**src/rtl/fp_pkg.sv**
```systemverilog
// Shared floating-point definitions for the multiplier arbiter slice.
//   fp32_t        : raw IEEE-754 single-precision bit pattern
//   FP_* constants: encodings produced or recognised by fp_mult
//   tag_t         : in-flight operation tag {valid, requester index}
package fp_pkg;

    typedef logic [31:0] fp32_t;

    localparam fp32_t FP_ZERO       = 32'h0000_0000;
    localparam fp32_t FP_INF        = 32'h7f80_0000;
    localparam fp32_t FP_INF_X_ZERO = 32'h7f80_0001;
    localparam fp32_t FP_QNAN       = 32'h7fc0_0000;

    // Wide enough for the largest supported requester count (8).
    localparam int unsigned TAG_IDX_W = 3;

    typedef struct packed {
        logic                 valid;
        logic [TAG_IDX_W-1:0] idx;
    } tag_t;

endpackage

```
**src/rtl/fp_mult_arbiter_if.sv**
```systemverilog
// Requester-side bundle of the multiplier arbiter.
//   req_valid/req_ready/req_dataA/req_dataB : operand handshake, 32 bits per requester
//   rsp_valid/rsp_ready/rsp_result          : held result handshake, 32 bits per requester
//   busy                                    : requester has an operation in flight or pending
// master = compute clients, slave = arbiter.
interface fp_mult_arbiter_if #(
    parameter int unsigned NUM_REQ = 4
);
    logic [NUM_REQ-1:0]    req_valid;
    logic [NUM_REQ-1:0]    req_ready;
    logic [NUM_REQ*32-1:0] req_dataA;
    logic [NUM_REQ*32-1:0] req_dataB;
    logic [NUM_REQ-1:0]    rsp_valid;
    logic [NUM_REQ-1:0]    rsp_ready;
    logic [NUM_REQ*32-1:0] rsp_result;
    logic [NUM_REQ-1:0]    busy;

    modport master (
        output req_valid, req_dataA, req_dataB, rsp_ready,
        input  req_ready, rsp_valid, rsp_result, busy
    );

    modport slave (
        input  req_valid, req_dataA, req_dataB, rsp_ready,
        output req_ready, rsp_valid, rsp_result, busy
    );
endinterface

```
**src/rtl/fp_mult.sv**
```systemverilog
// Single-precision multiplier, LATENCY registered stages (result valid
// LATENCY clocks after operands are presented).
//   clock        : pipeline clock
//   dataA, dataB : operands
//   result       : product
// Behaviour: subnormals flush to zero, round-to-nearest-even, any NaN
// operand gives FP_QNAN, inf*0 gives FP_INF_X_ZERO, overflow saturates
// to signed infinity, underflow gives signed zero.
module fp_mult
    import fp_pkg::*;
#(
    parameter int unsigned LATENCY = 1
) (
    input  logic  clock,
    input  fp32_t dataA,
    input  fp32_t dataB,
    output fp32_t result
);
    logic        w_sign;
    logic        w_a_nan, w_b_nan, w_a_inf, w_b_inf, w_a_zero, w_b_zero;
    logic [47:0] w_prod;
    logic [9:0]  w_exp;
    logic [23:0] w_mant;
    logic        w_guard, w_sticky;
    logic        w_ovf, w_unf;
    fp32_t       w_res;
    fp32_t       r_pipe [LATENCY];

    always_comb begin
        w_sign   = dataA[31] ^ dataB[31];
        w_a_nan  = (dataA[30:23] == 8'hff) && (dataA[22:0] != '0);
        w_b_nan  = (dataB[30:23] == 8'hff) && (dataB[22:0] != '0);
        w_a_inf  = (dataA[30:23] == 8'hff) && (dataA[22:0] == '0);
        w_b_inf  = (dataB[30:23] == 8'hff) && (dataB[22:0] == '0);
        w_a_zero = (dataA[30:23] == 8'h00);
        w_b_zero = (dataB[30:23] == 8'h00);

        w_prod = {24'd0, 1'b1, dataA[22:0]} * {24'd0, 1'b1, dataB[22:0]};
        w_exp  = {2'b00, dataA[30:23]} + {2'b00, dataB[30:23]} - 10'd127;

        // Product of two [1,2) significands lies in [1,4): normalise by one bit.
        if (w_prod[47]) begin
            w_mant   = {1'b0, w_prod[46:24]};
            w_guard  = w_prod[23];
            w_sticky = |w_prod[22:0];
            w_exp    = w_exp + 10'd1;
        end else begin
            w_mant   = {1'b0, w_prod[45:23]};
            w_guard  = w_prod[22];
            w_sticky = |w_prod[21:0];
        end

        if (w_guard && (w_sticky || w_mant[0])) begin
            w_mant = w_mant + 24'd1;
            // Fraction wrapped to zero: bump the exponent instead.
            if (w_mant[23]) begin
                w_exp = w_exp + 10'd1;
            end
        end

        // w_exp is two's complement; bit 9 set means below the normal range.
        w_unf = w_exp[9] || (w_exp == 10'd0);
        w_ovf = !w_exp[9] && (w_exp[8] || (w_exp[7:0] == 8'hff));

        if (w_a_nan || w_b_nan) begin
            w_res = FP_QNAN;
        end else if ((w_a_inf && w_b_zero) || (w_b_inf && w_a_zero)) begin
            w_res = FP_INF_X_ZERO;
        end else if (w_a_inf || w_b_inf || w_ovf) begin
            w_res = {w_sign, FP_INF[30:0]};
        end else if (w_a_zero || w_b_zero || w_unf) begin
            w_res = {w_sign, 31'd0};
        end else begin
            w_res = {w_sign, w_exp[7:0], w_mant[22:0]};
        end
    end

    always_ff @(posedge clock) begin
        r_pipe[0] <= w_res;
        for (int unsigned i = 1; i < LATENCY; i++) begin
            r_pipe[i] <= r_pipe[i-1];
        end
    end

    assign result = r_pipe[LATENCY-1];

endmodule

```
**src/rtl/rr_arbiter.sv**
```systemverilog
// Combinational round-robin arbiter.
//   elig       : per-requester eligibility
//   last_grant : index granted most recently; search starts one above it
//   grant      : one-hot grant (all zero when nothing is eligible)
//   grant_idx  : encoded grant index (0 when nothing is eligible)
module rr_arbiter #(
    parameter int unsigned N     = 4,
    parameter int unsigned IDX_W = $clog2(N)
) (
    input  logic [N-1:0]     elig,
    input  logic [IDX_W-1:0] last_grant,
    output logic [N-1:0]     grant,
    output logic [IDX_W-1:0] grant_idx
);
    logic             w_found;
    logic [IDX_W-1:0] w_cand;

    always_comb begin
        grant     = '0;
        grant_idx = '0;
        w_found   = 1'b0;
        w_cand    = '0;
        // Offset N wraps back to last_grant itself, so it is considered last.
        for (int unsigned off = 1; off <= N; off++) begin
            w_cand = IDX_W'((32'(last_grant) + off) % N);
            if (!w_found && elig[w_cand]) begin
                w_found       = 1'b1;
                grant[w_cand] = 1'b1;
                grant_idx     = w_cand;
            end
        end
    end

endmodule

```
**src/rtl/fp_mult_arbiter.sv**
```systemverilog
// Shares one fp_mult among NUM_REQ requesters with round-robin arbitration.
//   clock  : rising-edge clock
//   resetn : synchronous active-low reset
//   bus    : requester bundle (slave side): operand handshake in, held
//            per-requester results out, busy flags out
// Each granted operation is tagged with its requester index; the tag
// travels alongside fp_mult and steers the result into that requester's
// response register. A requester is ineligible while busy, so it never
// has more than one operation outstanding.
module fp_mult_arbiter
    import fp_pkg::*;
#(
    parameter int unsigned NUM_REQ      = 4,
    parameter int unsigned MULT_LATENCY = 1,
    parameter int unsigned IDX_W        = $clog2(NUM_REQ)
) (
    input  logic             clock,
    input  logic             resetn,
    fp_mult_arbiter_if.slave bus
);
    logic [NUM_REQ-1:0] w_elig;
    logic [NUM_REQ-1:0] w_grant;
    logic [IDX_W-1:0]   w_grant_idx;
    logic               w_fire;
    fp32_t              w_opa [NUM_REQ];
    fp32_t              w_opb [NUM_REQ];
    fp32_t              w_mult_a;
    fp32_t              w_mult_b;
    fp32_t              w_mult_result;
    tag_t               w_tag_in;
    tag_t               w_tag_out;

    logic [IDX_W-1:0]   r_last_grant;
    logic [NUM_REQ-1:0] r_busy;
    logic [NUM_REQ-1:0] r_rsp_valid;
    fp32_t              r_rsp_result [NUM_REQ];
    tag_t               r_tag [MULT_LATENCY];

    for (genvar k = 0; k < NUM_REQ; k++) begin : g_lane
        assign w_opa[k]                  = bus.req_dataA[32*k +: 32];
        assign w_opb[k]                  = bus.req_dataB[32*k +: 32];
        assign bus.rsp_result[32*k +: 32] = r_rsp_result[k];
    end

    // Gated by resetn so req_ready is low throughout reset, even before
    // the first edge has cleared busy.
    assign w_elig = (bus.req_valid & ~r_busy) & {NUM_REQ{resetn}};

    rr_arbiter #(
        .N     (NUM_REQ),
        .IDX_W (IDX_W)
    ) u_arb (
        .elig       (w_elig),
        .last_grant (r_last_grant),
        .grant      (w_grant),
        .grant_idx  (w_grant_idx)
    );

    assign w_fire        = |w_grant;
    assign bus.req_ready = w_grant;
    assign bus.rsp_valid = r_rsp_valid;
    assign bus.busy      = r_busy;

    always_comb begin
        w_mult_a       = FP_ZERO;
        w_mult_b       = FP_ZERO;
        w_tag_in.valid = w_fire;
        w_tag_in.idx   = TAG_IDX_W'(w_grant_idx);
        if (w_fire) begin
            w_mult_a = w_opa[w_grant_idx];
            w_mult_b = w_opb[w_grant_idx];
        end
    end

    fp_mult #(
        .LATENCY (MULT_LATENCY)
    ) u_mult (
        .clock  (clock),
        .dataA  (w_mult_a),
        .dataB  (w_mult_b),
        .result (w_mult_result)
    );

    assign w_tag_out = r_tag[MULT_LATENCY-1];

    always_ff @(posedge clock) begin
        if (!resetn) begin
            r_last_grant <= IDX_W'(NUM_REQ - 1);
            r_busy       <= '0;
            r_rsp_valid  <= '0;
            for (int unsigned k = 0; k < NUM_REQ; k++) begin
                r_rsp_result[k] <= FP_ZERO;
            end
            for (int unsigned i = 0; i < MULT_LATENCY; i++) begin
                r_tag[i] <= '0;
            end
        end else begin
            if (w_fire) begin
                r_last_grant <= w_grant_idx;
            end

            r_tag[0] <= w_tag_in;
            for (int unsigned i = 1; i < MULT_LATENCY; i++) begin
                r_tag[i] <= r_tag[i-1];
            end

            for (int unsigned k = 0; k < NUM_REQ; k++) begin
                // A result for k cannot arrive while rsp_valid[k] is set
                // (busy blocks re-grant), so capture and handshake never collide.
                if (w_tag_out.valid && (w_tag_out.idx == TAG_IDX_W'(k))) begin
                    r_rsp_result[k] <= w_mult_result;
                    r_rsp_valid[k]  <= 1'b1;
                end else if (r_rsp_valid[k] && bus.rsp_ready[k]) begin
                    r_rsp_valid[k] <= 1'b0;
                    r_busy[k]      <= 1'b0;
                end
                if (w_grant[k]) begin
                    r_busy[k] <= 1'b1;
                end
            end
        end
    end

endmodule

```
**src/flat_wrapper.sv**
```systemverilog
// flat-port wrapper written by rule: the top's interface ports become plain ports
module fp_mult_arbiter_flat import fp_pkg::*;
#(
    parameter int unsigned NUM_REQ      = 4,
    parameter int unsigned MULT_LATENCY = 1,
    parameter int unsigned IDX_W        = $clog2(NUM_REQ)
)
  (clock, resetn, bus_req_valid, bus_req_dataA, bus_req_dataB, bus_rsp_ready, bus_req_ready, bus_rsp_valid, bus_rsp_result, bus_busy);
  fp_mult_arbiter_if #(.NUM_REQ(NUM_REQ)) bus_i ();
  input  logic clock;
  input  logic resetn;
  input wire logic [$bits(bus_i.req_valid)-1:0] bus_req_valid;
  input wire logic [$bits(bus_i.req_dataA)-1:0] bus_req_dataA;
  input wire logic [$bits(bus_i.req_dataB)-1:0] bus_req_dataB;
  input wire logic [$bits(bus_i.rsp_ready)-1:0] bus_rsp_ready;
  output wire logic [$bits(bus_i.req_ready)-1:0] bus_req_ready;
  output wire logic [$bits(bus_i.rsp_valid)-1:0] bus_rsp_valid;
  output wire logic [$bits(bus_i.rsp_result)-1:0] bus_rsp_result;
  output wire logic [$bits(bus_i.busy)-1:0] bus_busy;
  assign bus_i.req_valid = bus_req_valid;
  assign bus_i.req_dataA = bus_req_dataA;
  assign bus_i.req_dataB = bus_req_dataB;
  assign bus_i.rsp_ready = bus_rsp_ready;
  assign bus_req_ready = bus_i.req_ready;
  assign bus_rsp_valid = bus_i.rsp_valid;
  assign bus_rsp_result = bus_i.rsp_result;
  assign bus_busy = bus_i.busy;
  fp_mult_arbiter #(.NUM_REQ(NUM_REQ), .MULT_LATENCY(MULT_LATENCY), .IDX_W(IDX_W)) u_core (.clock(clock), .resetn(resetn), .bus(bus_i));
endmodule
```
**config.mk**
```make
export PLATFORM = sky130hd
export DESIGN_NAME = fp_mult_arbiter_flat
export DESIGN_NICKNAME = d
export VERILOG_FILES = /design/src/rtl/fp_pkg.sv /design/src/rtl/fp_mult_arbiter_if.sv /design/src/rtl/fp_mult.sv /design/src/rtl/rr_arbiter.sv /design/src/rtl/fp_mult_arbiter.sv /design/src/flat_wrapper.sv
export SDC_FILE = /design/constraint.sdc
export NUM_CORES = 2
export LEC_CHECK = 0
export BUFFER_PORTS_ARGS = -buffer_cell sky130_fd_sc_hd__clkbuf_2
export CAP_MARGIN = 40
export CORE_MARGIN = 5
export CORE_UTILIZATION = 45
export CTS_BUF_LIST = sky130_fd_sc_hd__clkbuf_16
export DETAILED_ROUTE_END_ITERATION = 10
export GPL_TIMING_DRIVEN = 0
export SKIP_LAST_GASP = 1
export SYNTH_ARGS = -nofsm -noshare
export SYNTH_HDL_FRONTEND = slang
export SYNTH_HIERARCHICAL = 1
export SYNTH_SLANG_ARGS = --single-unit
```
**constraint.sdc**
```tcl
create_clock -name clock -period 14.75 [get_ports clock]
set_input_delay 1.475 -clock clock [delete_from_list [all_inputs] [get_ports clock]]
set_output_delay 1.475 -clock clock [all_outputs]
set_load 0.1 [all_outputs]
```
==> flow_summary.toml <==
[global_route]
grt-ovfl-total = 0
grt_pass1_vias = 26700
antenna_found_initial = 13
track_usage = 0.298
grt_first_pass_wirelength_mm = 166
grt_start_max_net_pins = 33

[worst_setup_path]
rr_endpoint = "u_core/u_mult/r_pipe[0][16]"
crit_top_cell = "fa_1"
crit_required_ps = 15080
cp-end-kind = "flop"
r2r-start = "u_core/r_last_grant[0]"
crit_path_max_incr_delay_ps = 610
crit_arrival_ps = 14370
path_class = "in2reg"
cp_slowest_cell = "or4b_2"
reg2reg_slack_ps = 1280
startpoint_type = "input port"
r2r_cells = 46
path_max_fanout = 16

[logic_synthesis]
synth-edff-count = 128
synth-seq-cells = 173
yosysTopAreaCell = "fa_1"
netlist-cell-type-count = 102
ys_warn_count = 6
syn_inst = 3281
ys_seq_area_frac = 0.154
async_reset_ff_frac = 0
synth_ff_type = "edfxtp_1"
synth_area_leaders = "fa_1 31%, edfxtp_1 13%, and2_1 9.1%, ha_1 8.1%, inv_1 7.4%"
syn_nets = 4229
avgSynthCellArea_um2 = 9.36
synth.cell_area_um2 = 30700
yosysTopAreaCellShare = 0.315

[sta]
grt_setup_unrepaired = "no"
period_share = 0.952
maxSlewViolCount = 0
max_slew_margin = 0.347
max_freq_mhz = 71.2
final.setup.tns_ps = 0
fin_crit_ps = 14040
finalClockSkew_ps = 19.0
tightest_slew_ps = 980
hold_viol = 0
setup_viol = 0

[route]
drt_wl_total_mm = 110
ant_nets = 0
via_per_inst = 5.52
drt_iter0_markers = 1898
via_count = 25400
drt_first_pass_iters = 5
drc = 0
wl_per_cell_um = 23.9

[layout]
area.growth.synth_to_final_pct = 13.1
layout.nets = 4658
drive_above_1_share = 0.182
final_util = 0.515

[clock_network]
clkTransAtPathRegs_ps = 80
cts.sinks = 173
cts_made_buffers = 17
cts_max_level = 4
insertion_delay_ps = 460
holdBufCountCts = 0
ctsRootBufferMaster = "clkbuf_16"
cts_max_path_buffers = 2
cts_tree = "done"

[status]
status = "finished, final reports clean"

[min_path]
hold_start = "u_core/bus.rsp_valid[0]"
min_path_cells = 1
hold_class = "reg2reg"
min_to = "u_core/bus.busy[0]"

[placement]
gp_congestion = 0.992
dp_hpwl_mm = 94.4
portBuffers = 405

[floorplanning]
initial_core_util = 0.456
core_area_um2 = 67400
die_width_um = 271
die_h_um = 271
die_area_um2 = 73600
row_count = 95
pin_count = 406

[job]
cap_violations = 0
[per-layer routing]
layer | track usage | wire length (um) | vias up
li1 | - | - | 11300
met1 | 0.370 | 42500 | 12800
met2 | 0.492 | 51300 | 1111
met3 | 0.0716 | 9900 | 222
met4 | 0.143 | 6250 | 0
met5 | 0 | 0 | -
[flip-flops by register name (all words and copies together), names as in the netlist]
signal                flops
u_core/r_last_grant       2
u_core/r_tag              3
u_core/u_mult/r_pipe     32
u_core/bus.rsp_valid      4
u_core/r_rsp_result     128
u_core/bus.busy           4
[kinds of logic after synthesis]
group | after synthesis | share of synthesized area
AND/OR/NAND/NOR | 1179 | 0.204
XOR/XNOR | 75 | 0.0214
flip-flops | 173 | 0.154
adder cells (fa/ha/maj) | 682 | 0.396
multiplexers | 80 | 0.0530
AO/OA/AOI/OAI | 315 | 0.0713
buffers and inverters | 777 | 0.100
[stage by stage]
step	hold WS (ps)	std cells	worst slack, ps	instance area, um2
after detailed placement	481	4563	-1400	33900
final	500	4610	713	34700
after CTS	499	4594	11.8	34500
after global routing	518	4607	43.2	34700
after floorplan	526	3281	1580	30700
after global placement	486	4559	-1370	33800
[cell usage after synthesis (17+ instances only)]
cell      number
nand3_1       30
nor2_1       119
nand4_1       30
and2_1       445
xor2_1        22
a21oi_1       79
clkbuf_1     119
nor3_1        36
buf_2         24
fa_1         483
o21ai_0       60
nor4_1        26
inv_1        606
mux4_2        66
nand2_1      377
xnor2_1       53
o21ai_1       17
ha_1         199
edfxtp_1     128
nand2b_1      18
dfxtp_1       45
[timing repair]
item                                   4_1_cts  5_1_grt
pin swaps                                    0        1
endpoints found under the hold margin        0        0
setup buffers                                0        2
resized for setup                            9      128
setup endpoints to repair                   23       21
[worst max-delay path: cells and delay by family]
family / cells / cell delay [ps]
adder cells (fa/ha/maj): 9 / 4160
buffers and inverters: 15 / 3180
AND/OR/NAND/NOR: 11 / 2670
AO/OA/AOI/OAI: 10 / 2570
multiplexers: 1 / 270
[cell type report]
class                           instances  area (um2)
Fill cell                            6463       32700
Multi-Input combinational cell       2331       23000
Sequential cell                       173        4740
Inverter                              610        2300
Timing Repair Buffer                  411        2120
Tap cell                              873        1090
Buffer                                166         858
Clock buffer                           19         475
Clock inverter                         13         124
Antenna cell                           14        35.0
[layout by cell type (no fill, tap or decap), drive strengths merged, types with 37 or more instances in the layout]
master	instances
fa	483
mux4	66
dfxtp	45
a21oi	84
xnor2	53
ha	199
nand2	377
buf	49
nor2	120
and2	446
nor3	37
edfxtp	128
inv	609
clkbuf	547
o21ai	80
[worst max path at each step]
stage	start	endpoint	depth (start not counted)
6_report	resetn	u_core/u_mult/r_pipe[0][16]	46
5_1_grt	resetn	u_core/u_mult/r_pipe[0][16]	49
4_1_cts	resetn	u_core/u_mult/r_pipe[0][16]	47
3_5_place_dp	resetn	u_core/u_mult/r_pipe[0][16]	49
3_3_place_gp	resetn	u_core/u_mult/r_pipe[0][16]	50
2_1_floorplan	resetn	u_core/u_mult/r_pipe[0][16]	48
Power is left out: the tool's default activity adds up to more than one toggle a clock period on the data nets, which glitch-free logic cannot reach.
